File: src/rtl/bcd_to_binary_seq.sv
// bcd_to_binary_seq
//   Sequential BCD-to-binary converter using reverse double-dabble: each
//   clock shifts the {bcd, bin} register right by one. It then subtracts 3
//   from every BCD digit that is 8 or more. After BIN_W iterations the bin
//   field holds the binary value. Malformed digits are rejected at capture.
//   Results above MAX_VAL saturate.
//
// Ports
//   clk        system clock, rising edge
//   rst        synchronous active-high reset
//   start      conversion request, sampled only in IDLE
//   bcd_in     packed BCD operand, most significant digit in the top nibble
//   busy       high while iterating
//   done       one-cycle pulse when binary_out and the flags are valid
//   binary_out converted (possibly saturated) value
//   digit_err  a captured nibble was greater than 9
//   range_err  the converted value exceeded MAX_VAL
//
// state   | meaning
// IDLE    | waiting for start
// CONVERT | one shift/adjust iteration per cycle, BIN_W cycles
// DONE    | result valid, done pulse, back to IDLE
module bcd_to_binary_seq #(
  parameter int DIGITS  = 3,
  parameter int BIN_W   = 10,
  parameter int MAX_VAL = 511
) (
  input  logic                  clk,
  input  logic                  rst,
  input  logic                  start,
  input  logic [4*DIGITS-1:0]   bcd_in,
  output logic                  busy,
  output logic                  done,
  output logic [BIN_W-1:0]      binary_out,
  output logic                  digit_err,
  output logic                  range_err
);

  localparam int BCD_W = 4 * DIGITS;
  localparam int SR_W  = BCD_W + BIN_W;
  localparam int CNT_W = (BIN_W > 1) ? $clog2(BIN_W) : 1;

  localparam logic [CNT_W-1:0] CNT_LAST = CNT_W'(BIN_W - 1);
  localparam logic [BIN_W-1:0] MAX_BIN  = BIN_W'(MAX_VAL);

  localparam logic [1:0] IDLE    = 2'd0;
  localparam logic [1:0] CONVERT = 2'd1;
  localparam logic [1:0] DONE    = 2'd2;

  logic [1:0]       state;
  logic [CNT_W-1:0] cnt;
  logic [SR_W-1:0]  sr;
  logic [SR_W-1:0]  sr_shift;
  logic [SR_W-1:0]  sr_next;
  logic [BIN_W-1:0] bin_next;
  logic             bad_digit;

  always_comb begin
    bad_digit = 1'b0;
    for (int i = 0; i < DIGITS; i++) begin
      if (bcd_in[4*i +: 4] > 4'd9) bad_digit = 1'b1;
    end
  end

  // Shift first, then correct each digit: a digit that received a carried-in
  // MSB (worth 8 after the shift) really represents 5, hence the -3.
  always_comb begin
    sr_shift = sr >> 1;
    sr_next  = sr_shift;
    for (int i = 0; i < DIGITS; i++) begin
      if (sr_shift[BIN_W + 4*i +: 4] >= 4'd8)
        sr_next[BIN_W + 4*i +: 4] = sr_shift[BIN_W + 4*i +: 4] - 4'd3;
    end
    bin_next = sr_next[BIN_W-1:0];
  end

  always_ff @(posedge clk) begin
    if (rst) begin
      state      <= IDLE;
      cnt        <= '0;
      sr         <= '0;
      binary_out <= '0;
      digit_err  <= 1'b0;
      range_err  <= 1'b0;
    end else begin
      case (state)
        IDLE: begin
          if (start) begin
            if (bad_digit) begin
              digit_err  <= 1'b1;
              range_err  <= 1'b0;
              binary_out <= '0;
              state      <= DONE;
            end else begin
              sr        <= {bcd_in, {BIN_W{1'b0}}};
              cnt       <= '0;
              digit_err <= 1'b0;
              range_err <= 1'b0;
              state     <= CONVERT;
            end
          end
        end
        CONVERT: begin
          sr  <= sr_next;
          cnt <= cnt + 1'b1;
          if (cnt == CNT_LAST) begin
            state <= DONE;
            if (bin_next > MAX_BIN) begin
              binary_out <= MAX_BIN;
              range_err  <= 1'b1;
            end else begin
              binary_out <= bin_next;
            end
          end
        end
        DONE:    state <= IDLE;
        default: state <= IDLE;
      endcase
    end
  end

  assign busy = (state == CONVERT);
  assign done = (state == DONE);

endmodule

File: config.mk
export PLATFORM = sky130hd
export DESIGN_NAME = bcd_to_binary_seq
export DESIGN_NICKNAME = d
export VERILOG_FILES = /design/src/rtl/bcd_to_binary_seq.sv
export SDC_FILE = /design/constraint.sdc
export NUM_CORES = 1
export LEC_CHECK = 0
export BUFFER_PORTS_ARGS = -buffer_cell sky130_fd_sc_hd__buf_2
export CORE_UTILIZATION = 55
export CTS_BUF_LIST = sky130_fd_sc_hd__clkbuf_8
export CTS_CLUSTER_DIAMETER = 30
export CTS_CLUSTER_SIZE = 10
export DETAILED_ROUTE_END_ITERATION = 8
export PLACE_DENSITY_LB_ADDON = 0.2
export SYNTH_ARGS = -nofsm -noshare
export SYNTH_HDL_FRONTEND = slang
export SYNTH_SLANG_ARGS = --single-unit
File: constraint.sdc
create_clock -name clk -period 2.4 [get_ports clk]
set_input_delay 0.24 -clock clk [delete_from_list [all_inputs] [get_ports clk]]
set_output_delay 0.24 -clock clk [all_outputs]
set_load 0.05 [all_outputs]
==> metrics.csv <==
metric;value;unit
CORE AREA;0.00303;mm2
area of the mapped netlist;0.00174;mm2
H-tree levels;2;
fmax;553;MHz
Post-synth EDFFs;0;
ys flop type;dfxtp_1;
Num CTS Buffers;5;
Slew Limit Fails;0;
first-pass GRT wire length;5780;um
Antenna Nets Post-Route;0;
outcome;finished, final reports clean;
MaxCap Viol Count;0;
I/O Buffers;28;
Synth Area in Adders;0.0432;
Starting DRT DRC Count;66;
largest area contributor in the netlist;dfxtp_1;
Clock transition at path regs;80;ps
R2R Setup Slk;590;ps
Pleak;0.787;nW
Setup Fix Bufs, Post-CTS;0;
hold path cells;3;
die height;58.2;um
hold_buf cts;0;
critical path launch point;state[1];
pin count of the biggest net entering global routing;31;
Max VDD drop;0.000568;V
min Tclk post-route;1810;ps
Synth area leaders;dfxtp_1 (45%), nor2_1 (6.3%), o2bb2ai_1 (4.5%);
flop and latch count out of synthesis;39;
chip width;58.2;um
total number of vias;1437;
WS Path Type;flip-flop to flip-flop;
P&R area growth vs syn;15.3;%
Async SR Flop Fraction;0;
layout cells sized above 1;0.200;
gr usage total;0.225;
gr ovfl total;0;
CP Data Required Time;2560;ps
Multi-input gate area;852;um2
clock net sink count;39;
critical path fanouts, max;30;
Mapped Cells;189;
Slew @ Worst Pin;565;ps
compound-gate portion of the synthesized area;0.251;
setup TNS;0;ps
nets@finish;235;
routed len/inst;13.2;um
Layout Skew;6.36;ps
Max clock buf depth;2;
Slew HR;0.623;
setup violators final;0;
R2R depth;6;
syn_nets;210;
DIE AREA;0.00339;mm2
critical path capture point;sr[12];
Crit path arrival time;1970;ps
Yosys warnings;0;
Post-DP HPWL;2340;um
crit path launch type;flip-flop;
CP Capture Type;flip-flop;
FP Rows;20;
worst skew pair latency;290;ps
final WL;3420;um
Hold Fails Final Rpt;0;
sequential fraction of the synthesis area;0.449;
area of placed instances;0.00187;mm2
Hold WC Path Type;input port to flip-flop;
TritonCTS clock tree;yes;
CTS Root Cell;clkbuf_8;
fin crit share;0.754;
Placer Congestion;0.745;
register area;781;um2
Synth top cells by count;dfxtp_1 (39), nor2_1 (29), nand2_1 (17);
initial antenna violation count;0;
vias in the first global route;1358;
share of the synthesized area in the top cell type;0.449;
drt drc;0;
cell with the most instances after synthesis;dfxtp_1;
end of the worst register-to-register path;sr[12];
largest family of logic cells by synthesized area;compound AO/OA/AOI/OAI gates;
fill count;272;
Post-Synth Simple-Gate Area;0.164;
I/O pin count;29;
antenna cell count;0;
Final Instance Area;0.00200;mm2
CTS-repair resized insts;0;
RSZ-0062 raised after global routing;no;
XOR/XNOR Fraction of Synth Area;0.0202;
Synth Area per Inst;9.20;um2
Critical R2R Launch;state[1];
routed vias/inst;5.55;
fraction of synthesized area in multiplexers;0.0115;
pwr dens;741;mW/mm2
DR pass1 iterations;4;
number of library cell types mapped by synthesis;41;
Initial Util;0.574;
## worst min-delay path by stage
stage                       start            end  slack [ps]
finish                  bcd_in[8]         sr[18]         210
floorplan              bcd_in[10]         sr[20]         400
global route            bcd_in[8]         sr[18]         210
CTS                     bcd_in[8]         sr[18]         200
global placement    binary_out[9]  binary_out[9]         440
detailed placement  binary_out[6]  binary_out[6]         440
## metrics by stage
stage                     worst slack (ps)  utilization  instances  hold slack, ps  power (mW)
final                                  591        0.662        259             210        1.49
after global routing                   442        0.662        259             207        1.54
after CTS                              597        0.662        259             205        1.50
after detailed placement               606        0.618        251             442       0.864
after global placement                 715        0.618        251             441       0.857
after floorplan                       1000            -        189             402       0.829
## kinds of logic (layout without fill, tap and decap cells)
family                   Yosys count  count (layout)
XOR/XNOR                           4               4
AND/OR/NAND/NOR                   63              63
adder cells (fa/ha/maj)            6               6
AO/OA/AOI/OAI                     56              56
flip-flops                        39              39
multiplexers                       2               2
buffers and inverters             19              45
## layer usage
layer	up-vias	share of wire	global-route usage
li1	714	-	-
met1	687	0.46	0.267
met2	32	0.48	0.383
met3	4	0.049	0.0670
met4	0	0.011	0.0884
met5	-	0	0
## report_power, final
group | total, mW | switching, mW | internal [mW]
Combinational | 0.161 | 0.101 | 0.0601
Clock | 0.635 | 0.224 | 0.411
Sequential | 0.689 | 0.0218 | 0.667
## layout by cell type, fill, tap and decap left out, drive strengths merged, types with 2 or more instances in the layout
master,netlist,final
or3,2,2
o2bb2ai,9,9
xnor2,4,4
o211ai,6,6
mux2i,2,2
clkbuf,5,5
nor2b,4,4
nor3b,2,2
o21a,2,2
a31oi,2,2
ha,6,6
o21ai,4,4
nand3,2,2
nor2,30,30
dfxtp,39,39
a311oi,3,3
a22oi,9,9
a221oi,2,2
bufinv,0,2
a21boi,2,2
a211o,2,2
inv,7,8
a21oi,11,11
buf,7,30
nand2,17,17
## final cells by class
class / instances / area share
clock buffer: 5 / 0.0343
clock inverter: 3 / 0.0318
inverter: 7 / 0.0144
multi-input combinational: 131 / 0.425
sequential: 39 / 0.390
tap: 44 / 0.0275
timing repair buffer: 30 / 0.0774
## critical path, cell delays in order (launching register included)
cell      delay (ps)
dfxtp_1          370
nand2b_1         180
inv_4            140
a41oi_2          510
buf_4            290
a211o_1          120
a21oi_1           60
## registers in the layout, summed over array words and instances (netlist names)
signal / count
state: 2
sr: 21
cnt: 4
binary_out: 10
range_err: 1
digit_err: 1
(Power assumes the default switching activity.)
